<file path="config.mk">
export PLATFORM = sky130hd
export DESIGN_NAME = centroid_packer
export DESIGN_NICKNAME = d
export VERILOG_FILES = /design/src/rtl/centroid_packer.sv
export SDC_FILE = /design/constraint.sdc
export NUM_CORES = 2
export LEC_CHECK = 0
export CAP_MARGIN = 30
export CORE_MARGIN = 5
export CORE_UTILIZATION = 25
export CTS_CLUSTER_SIZE = 10
export DETAILED_ROUTE_END_ITERATION = 16
export GPL_TIMING_DRIVEN = 0
export SYNTH_ARGS = -nofsm -noshare
export SYNTH_HDL_FRONTEND = slang
export SYNTH_SLANG_ARGS = --single-unit
</file>
<file path="constraint.sdc">
create_clock -name clk -period 2.91 [get_ports clk]
set_input_delay 0.291 -clock clk [delete_from_list [all_inputs] [get_ports clk]]
set_output_delay 0.291 -clock clk [all_outputs]
set_load 0.1 [all_outputs]
</file>
<file path="src/rtl/centroid_packer.sv">
// Packs a cluster-major stream of centroid dimension words into 512-bit lines, one centroid per line group.
// Latency: a line is presented one cycle after its final word is accepted; pass_done follows the last line by one cycle.
// Backpressure: in_ready is high only while packing; there is no downstream backpressure, so each line is presented for exactly one cycle.
// Optional macro CENTROID_PACKER_DEBUG_EN adds output dbg_line_cnt, a count of emitted lines cleared by start.
`timescale 1ns/1ps

module centroid_packer #(
    parameter int DATA_W = 32
) (
    input  logic              clk,
    input  logic              rst_n,
    input  logic              start,
    input  logic [7:0]        num_cluster,
    input  logic [15:0]       num_dim,
    input  logic [DATA_W-1:0] in_data,
    input  logic              in_valid,
    output logic              in_ready,
    output logic [511:0]      update,
    output logic              update_valid,
    output logic              update_last,
    output logic              pass_done
`ifdef CENTROID_PACKER_DEBUG_EN
    ,
    output logic [31:0]       dbg_line_cnt
`endif
);

    localparam int WPL    = 512 / DATA_W;
    localparam int SLOT_W = $clog2(WPL);
    localparam int LOG_DW = $clog2(DATA_W);
    localparam logic [SLOT_W-1:0] SLOT_MAX = SLOT_W'(WPL - 1);

    typedef enum logic [1:0] {IDLE, PACK, DONE} state_t;

    state_t              state_q, state_d;
    logic [7:0]          ncl_q, ncl_d;
    logic [15:0]         ndim_q, ndim_d;
    logic [15:0]         dim_q, dim_d;
    logic [7:0]          cl_q, cl_d;
    logic [SLOT_W-1:0]   slot_q, slot_d;
    logic [511:0]        line_q, line_d;
    logic [511:0]        update_q, update_d;
    logic                update_valid_q, update_valid_d;
    logic                update_last_q, update_last_d;
    logic                pass_done_q, pass_done_d;
    logic                in_ready_q, in_ready_d;

    logic                accept;
    logic                dim_last;
    logic                cl_last;
    logic                line_end;
    logic [511:0]        line_upd;

    assign accept   = in_valid & in_ready_q;
    assign dim_last = (dim_q == ndim_q - 16'd1);
    assign cl_last  = (cl_q == ncl_q - 8'd1);
    assign line_end = dim_last | (slot_q == SLOT_MAX);

    // Next-state logic: pass sequencing, word placement and line emission
    always_comb begin
        state_d        = state_q;
        ncl_d          = ncl_q;
        ndim_d         = ndim_q;
        dim_d          = dim_q;
        cl_d           = cl_q;
        slot_d         = slot_q;
        line_d         = line_q;
        update_d       = update_q;
        update_valid_d = 1'b0;
        update_last_d  = 1'b0;
        pass_done_d    = 1'b0;
        line_upd       = line_q;
        line_upd[{slot_q, {LOG_DW{1'b0}}} +: DATA_W] = in_data;

        case (state_q)
            IDLE: begin
                if (start) begin
                    ncl_d  = num_cluster;
                    ndim_d = num_dim;
                    dim_d  = '0;
                    cl_d   = '0;
                    slot_d = '0;
                    line_d = '0;
                    // An empty pass still completes, it just emits no lines
                    state_d = ((num_cluster == 8'd0) || (num_dim == 16'd0)) ? DONE : PACK;
                end
            end
            PACK: begin
                if (accept) begin
                    if (line_end) begin
                        // Emit and clear together so the next word starts a zeroed line
                        update_d       = line_upd;
                        update_valid_d = 1'b1;
                        update_last_d  = dim_last & cl_last;
                        line_d         = '0;
                        slot_d         = '0;
                    end else begin
                        line_d = line_upd;
                        slot_d = slot_q + SLOT_W'(1);
                    end
                    if (dim_last) begin
                        dim_d = '0;
                        cl_d  = cl_last ? 8'd0 : cl_q + 8'd1;
                        if (cl_last) begin
                            state_d = DONE;
                        end
                    end else begin
                        dim_d = dim_q + 16'd1;
                    end
                end
            end
            DONE: begin
                pass_done_d = 1'b1;
                state_d     = IDLE;
            end
            default: begin
                state_d = IDLE;
            end
        endcase

        in_ready_d = (state_d == PACK);
    end

    // State, counters, line buffer and registered outputs
    always_ff @(posedge clk or negedge rst_n) begin
        if (!rst_n) begin
            state_q        <= IDLE;
            ncl_q          <= '0;
            ndim_q         <= '0;
            dim_q          <= '0;
            cl_q           <= '0;
            slot_q         <= '0;
            line_q         <= '0;
            update_q       <= '0;
            update_valid_q <= 1'b0;
            update_last_q  <= 1'b0;
            pass_done_q    <= 1'b0;
            in_ready_q     <= 1'b0;
        end else begin
            state_q        <= state_d;
            ncl_q          <= ncl_d;
            ndim_q         <= ndim_d;
            dim_q          <= dim_d;
            cl_q           <= cl_d;
            slot_q         <= slot_d;
            line_q         <= line_d;
            update_q       <= update_d;
            update_valid_q <= update_valid_d;
            update_last_q  <= update_last_d;
            pass_done_q    <= pass_done_d;
            in_ready_q     <= in_ready_d;
        end
    end

    assign in_ready     = in_ready_q;
    assign update       = update_q;
    assign update_valid = update_valid_q;
    assign update_last  = update_last_q;
    assign pass_done    = pass_done_q;

`ifdef CENTROID_PACKER_DEBUG_EN
    logic [31:0] dbg_cnt_q, dbg_cnt_d;

    // Line counter tracks the pulse being launched this cycle; start begins a fresh count
    always_comb begin
        dbg_cnt_d = dbg_cnt_q;
        if ((state_q == IDLE) && start) begin
            dbg_cnt_d = '0;
        end else if (update_valid_d) begin
            dbg_cnt_d = dbg_cnt_q + 32'd1;
        end
    end

    // Debug line counter register
    always_ff @(posedge clk or negedge rst_n) begin
        if (!rst_n) begin
            dbg_cnt_q <= '0;
        end else begin
            dbg_cnt_q <= dbg_cnt_d;
        end
    end

    assign dbg_line_cnt = dbg_cnt_q;
`endif

endmodule
</file>
# --- Word level (Yosys, flattened, before mapping) ---
# Cells that the tools add are included.
classes:
  muxes: 31
  n_shift: 2
  add_sub_neg: 6
  n_mul: 0
  n_eq_ne: 9
  n_reduce_logical: 9
  bitwise: 3
  div: 0
  n_lt_le_gt_ge: 0
ops:
  columns: ["op", "n"]
  rows:
  - ["2-to-1 mux 512 bit", 3]
  - ["case mux 512 bit (2 select lines)", 1]
  - ["bitwise mux 512 bit", 1]
  - ["variable shift 32 x 11 -> 512 bit, first input constant", 1]
  - ["variable part select 32 x 11 -> 512 bit", 1]
  - ["2-to-1 mux 16 bit", 3]
  - ["2-to-1 mux 8 bit", 4]
  - ["case mux 16 bit (2 select lines)", 1]
  - ["adder 16 x 1 -> 16 bit, second input constant", 1]
  - ["equality test 16 bit", 1]
  - ["logical NOT 16 bit", 1]
  - ["case mux 8 bit (2 select lines)", 1]
  - ["subtractor 16 x 1 -> 16 bit, second input constant", 1]
  - ["2-to-1 mux 4 bit", 3]
  - ["negator 9 -> 11 bit", 1]
  - ["2-to-1 mux 2 bit", 5]
  - ["adder 8 x 1 -> 8 bit, second input constant", 1]
  - ["equality test 8 bit", 1]
  - ["logical NOT 8 bit", 1]
  - ["case mux 4 bit (2 select lines)", 1]
  - ["subtractor 8 x 1 -> 8 bit, second input constant", 1]
  - ["2-to-1 mux 1 bit", 7]
  - ["!= test 2 bit, second input constant", 3]
  - ["AND reduction 3 bit", 2]
  - ["other kinds (12)", 14]
word_totals:
  latchBits: 0
  reg_bits: 1082
  mem_count: 0
  elab_cells: 72
  romBits: 0
  ram_bits: 0
  output_inout_bits: 516

# --- Depth between registers and ports, before layout ---
logic_depth:
  word_depth: 7
  mapped_depth: 12
  mapped_depth_nobuf: 10

# --- Least setup slack after synthesis ---
# Ideal clock, no wire load.
synth_path:
  path_kind: "register to register"
  start: "register ndim_q[0]"
  end: "register update_q[474] (netlist: update[474])"
  period_less_slack_ps: 3218
  stages_incl_launch_ff: 13
  arrival_time_ps: 3090
  slack_ps: -308
  setup_ps: 128
  path_cell_list: "dfrtp_1 > inv_1 > ha_1 > or4b_1 > nor2_1 > o2111a_1 > nand4_1 > a2111oi_4 > o21ai_1 > inv_2 > buf_2 > buf_4 > mux2_1"
synth_between:
  elab_chain_cells: 4
synth_rtl:
  columns: ["element", "line", "rtl"]
  rows:
  - ["from (decl)", "37", "logic [15:0] ndim_q, ndim_d;"]
  - ["from (signal assigned)", "142", "ndim_q <= ndim_d;"]
  - ["subtractor 16 x 1 -> 16 bit", "55", "assign dim_last = (dim_q == ndim_q - 16'd1);"]
  - ["equality test 16 bit", "55", null]
  - ["OR 1 bit", "57", "assign line_end = dim_last | (slot_q == SLOT_MAX);"]
  - ["AND reduction 3 bit (no line)", null, null]
  - ["to (signal assigned)", "147", "update_q <= update_d;"]
  - ["to (decl)", "42", "logic [511:0] update_q, update_d;"]
# No other way between the ends.
# A chain may end at the register's enable or synchronous reset.

# --- Worst setup path in the final report ---
layout_path:
  start: "register ndim_q[9]"
  end: "register update_q[258] (netlist: update[258])"
# Same word-level chain as after synthesis.

==> impl_results.rst <==
.. list-table::
   :header-rows: 1

   * - Metric
     - Value
   * - Result of the run
     - finished with violations
   * - Failing checks
     - setup timing
   * - Min-delay worst type
     - in -> async
   * - Count of state elements after synthesis
     - around 1100
   * - All-Layer GR Usage
     - about a fifth
   * - Async SR Flop Fraction
     - 100%
   * - Max Cap Violations
     - 0
   * - Antenna violations before repair
     - 10
   * - Leakage Power
     - 30.2 nW
   * - Via Count
     - 38755
   * - Setup skew after layout
     - 51.5 ps
   * - Worst setup margin
     - -659 ps
   * - Endpoints failing setup
     - 1055
   * - Slew at the pin closest to its max-slew limit
     - 1080 ps
   * - Start-to-end type of the worst setup path
     - reg -> reg
   * - Remaining number of nets flagged by the antenna check after routing
     - 0
   * - Post-Place Cell Area
     - about 60000 sq um
   * - Clock slew at reported path FFs
     - 50 ps
   * - Ordered list of cells on the worst path
     - buf_2 > or4_4 > nor4_4 > o211ai_1 > a2111oi_4 > buf_6 > o21ai_4 > buf_12 > inv_16 > buf_16 > clkbuf_16 > mux2_4
   * - Sum of buffers and inverters on the critical path
     - 6
   * - Cell Pwr Density
     - 750 nW/um^2
   * - Worst slack at placement
     - -2080 ps
   * - Core Area
     - about 190000 sq um
   * - Type of element launching the critical path
     - flop
   * - Post-synth cell types
     - 73
   * - Post-DR wirelength/cell
     - 28.0 um
   * - Gp weighted congestion
     - 0.872
   * - Largest net degree at the start of global routing
     - 181
   * - Arrival time reported for the critical path endpoint
     - 4240 ps
   * - Cell accounting for the most synthesized area
     - sky130_fd_sc_hd__dfrtp_1
   * - Number of clock sinks seen by CTS
     - 1082
   * - 1st-pass router iterations
     - 6
   * - H-tree Lvls
     - 4
   * - Worst slew margin relative to its limit
     - 27.8%
   * - Area contributors post-synth
     - sky130_fd_sc_hd__dfrtp_1 57%, sky130_fd_sc_hd__a22o_1 9.5%, sky130_fd_sc_hd__mux2_1 7.3%
   * - Critical Path Max Stage Delay
     - 570 ps
   * - Share of Yosys cell area claimed by the top area cell type
     - 57.1%
   * - Number of violations reported at the end of detailed-routing iteration 0
     - 3576
   * - Num rows
     - 160
   * - Starting density of the core
     - between 20% and 30%
   * - Syn Nets
     - 4145
   * - Number of buffers added by the clock tree synthesis step
     - approximately 140
   * - Bufs on Longest Clock Path
     - 3
   * - Global-route wire length before repair
     - 295000 um
   * - CP delay by family, top
     - buffers and inverters
   * - Top FF cell, synth
     - sky130_fd_sc_hd__dfrtp_1
   * - Number of top-level design ports
     - 576
   * - Slowest-stage cell, CP
     - sky130_fd_sc_hd__or4_4
   * - Fraction of final layout cells sized beyond drive strength 1
     - 22.4%
   * - Via density
     - 5.10
   * - Unrepaired setup endpoints after global routing
     - yes
   * - CP Data Required Time
     - about 3600 ps
   * - Synthesis-to-finish area growth
     - 43.2%
   * - Final Hold Viols
     - 0
   * - Clock latency on the worst-skew pair
     - 820 ps
   * - Cell area after layout
     - 68000 sq um
   * - Mean Syn Cell Area
     - 11.6 sq um
   * - Crit-path max FO
     - 9
   * - Chip Width
     - 446 um
   * - Sequential share of the synthesized area
     - 57.1%
   * - Peak supply drop
     - 0.631 mV
   * - Clock tree from TritonCTS
     - built
   * - Element type at the critical path end
     - flop
   * - Max Clk Rate
     - 280 MHz
   * - Max-slew violation count
     - 0
   * - Number of design rule violations left after detail routing
     - 0
   * - Worst-case hold slack
     - a little over 50 ps
   * - CTS root buf
     - sky130_fd_sc_hd__clkbuf_16
   * - Part of the cycle the worst path needs
     - 123%
   * - Tot Pwr
     - roughly 51 mW
   * - Post-synth EDFFs
     - 0
   * - Vertical extent of the die
     - 446 um
   * - Vias in the first global route
     - slightly below 40000
   * - Half-perimeter wire length after detailed placement
     - 158000 um
   * - Layout net count
     - 5084
   * - Leftover overflow at the end of global routing
     - 0
   * - Cell area after synthesis
     - roughly 47000 sq um
   * - IO buf count
     - 543
   * - Post-route minimum period
     - 3570 ps
   * - Post-Route WL
     - 213000 um
   * - Yosys warning count
     - 0
   * - Total Die Area
     - 199000 sq um
   * - Total negative slack
     - -548440 ps
   * - Number of standard cells after synthesis
     - 4077
==> area by class of cell <==
| cell class | count | area (sq um) |
|---|---|---|
| fillers | 18439 | 121000 |
| well taps | 2511 | 3140 |
| multi-input cells | 2578 | 19900 |
| flip-flops and latches | 1082 | 27100 |
| repair buffers | 810 | 11200 |
| inverters | 16 | 67.6 |
| clock buffers | 171 | 3670 |
| plain buffers | 391 | 2470 |
| repair inverters | 1 | 20.0 |
| diodes | 10 | 25.0 |
| clock inverters | 28 | 417 |
==> cell families after synthesis <==
logic type / Yosys count / share of synthesized area [%]
multiplexers: 517 / 12.3
flip-flops: 1082 / 57.1
adder cells (fa/ha/maj): 8 / 0.211
buffers and inverters: 417 / 3.76
AND/OR/NAND/NOR: 986 / 9.01
AO/OA/AOI/OAI: 1035 / 17.1
XOR/XNOR: 32 / 0.591
==> worst register-to-register path, stage by stage, from the launching register on <==
cell and delay [ps]:
sky130_fd_sc_hd__dfrtp_1 350, sky130_fd_sc_hd__buf_2 180, sky130_fd_sc_hd__or4_4 570, sky130_fd_sc_hd__nor4_4 310
sky130_fd_sc_hd__o211ai_1 230, sky130_fd_sc_hd__a2111oi_4 420, sky130_fd_sc_hd__buf_6 230, sky130_fd_sc_hd__o21ai_4 120
sky130_fd_sc_hd__buf_12 210, sky130_fd_sc_hd__inv_16 100, sky130_fd_sc_hd__buf_16 190, sky130_fd_sc_hd__clkbuf_16 230
sky130_fd_sc_hd__mux2_4 310
==> report_power, final <==
| group | internal, mW | leakage (nW) | switching, mW |
|---|---|---|---|
| Combinational | 5.15 | 13.2 | 11.5 |
| Sequential | 16.8 | 15.0 | 1.30 |
| Clock | 9.30 | 1.99 | 6.85 |
| Total | 31.3 | 30.2 | 19.7 |
==> cells in the final DEF (no fill, tap or decap), types with 55 or more instances in the layout <==
cell type and instances:
sky130_fd_sc_hd__buf_16 157, sky130_fd_sc_hd__a22o_1 517, sky130_fd_sc_hd__o2bb2ai_1 96, sky130_fd_sc_hd__clkbuf_1 218, sky130_fd_sc_hd__mux2_4 219, sky130_fd_sc_hd__mux2_2 199
sky130_fd_sc_hd__a21oi_1 135, sky130_fd_sc_hd__nor2_1 152, sky130_fd_sc_hd__nor3_1 145, sky130_fd_sc_hd__mux2_1 95, sky130_fd_sc_hd__o21ai_0 138, sky130_fd_sc_hd__buf_4 55
sky130_fd_sc_hd__nand2_1 513, sky130_fd_sc_hd__clkbuf_2 69, sky130_fd_sc_hd__clkdlybuf4s50_1 542, sky130_fd_sc_hd__dfrtp_1 1081, sky130_fd_sc_hd__clkbuf_16 145
==> cells in the mapped netlist (11+ instances only) <==
library cell,n
sky130_fd_sc_hd__a21oi_1,135
sky130_fd_sc_hd__a22o_1,517
sky130_fd_sc_hd__a31oi_1,15
sky130_fd_sc_hd__a32o_1,32
sky130_fd_sc_hd__and3_1,14
sky130_fd_sc_hd__buf_2,69
sky130_fd_sc_hd__buf_4,35
sky130_fd_sc_hd__clkbuf_1,290
sky130_fd_sc_hd__dfrtp_1,1082
sky130_fd_sc_hd__inv_1,15
sky130_fd_sc_hd__mux2_1,306
sky130_fd_sc_hd__mux2_2,207
sky130_fd_sc_hd__nand2_1,527
sky130_fd_sc_hd__nand2b_1,14
sky130_fd_sc_hd__nand3_1,57
sky130_fd_sc_hd__nor2_1,158
sky130_fd_sc_hd__nor3_1,153
sky130_fd_sc_hd__o21ai_0,141
sky130_fd_sc_hd__o22a_1,33
sky130_fd_sc_hd__o2bb2ai_1,96
sky130_fd_sc_hd__o41ai_2,11
sky130_fd_sc_hd__xnor2_1,19
sky130_fd_sc_hd__xor2_1,13
==> sequential cells by signal (all words and copies together) (netlist names), 2 cells and up <==
name and cells:
state_q 2, dim_q 16, slot_q 4, update 512, line_q 512, cl_q 8
ndim_q 16, ncl_q 8
==> worst paths after layout <==
kind / from / endpoint / slack (ps) / cells past startpoint
max reg2reg: ndim_q[9] / update[258] / -660 / 12
min: rst_n / update[393] / 50 / 2
min in group clk: num_cluster[3] / ncl_q[3] / 70 / 3
min reg2reg: update[321] / update[321] / 480 / 1
max: ndim_q[9] / update[258] / -660 / 12
max in group asynchronous: rst_n / update[239] / 300 / 5
==> stage by stage <==
step | util, % | cells
6_report | 35.9 | 7598
2_1_floorplan | - | 4077
4_1_cts | 35.5 | 7576
5_1_grt | 35.9 | 7593
3_3_place_gp | 29.8 | 7131
3_5_place_dp | 32.3 | 7325
==> metal layers <==
metal	vias up	routed length, um	track usage (%)	part of all wire (%)
met5	-	0	0	0
met3	437	12500	4.15	5.9
met4	0	12900	11.6	6.0
met2	1703	106000	35.5	50
li1	16739	-	-	-
met1	19876	80800	23.8	38
==> what timing repair did <==
action,CTS,global route
hold buffers,1,0
hold endpoints to repair,133,0
buffers inserted,47,6
endpoints found under the setup margin,1057,1214
resized for setup,337,161
pin swaps,28,10
cloned,10,8
Note: power is estimated with default switching activity, not from simulation.
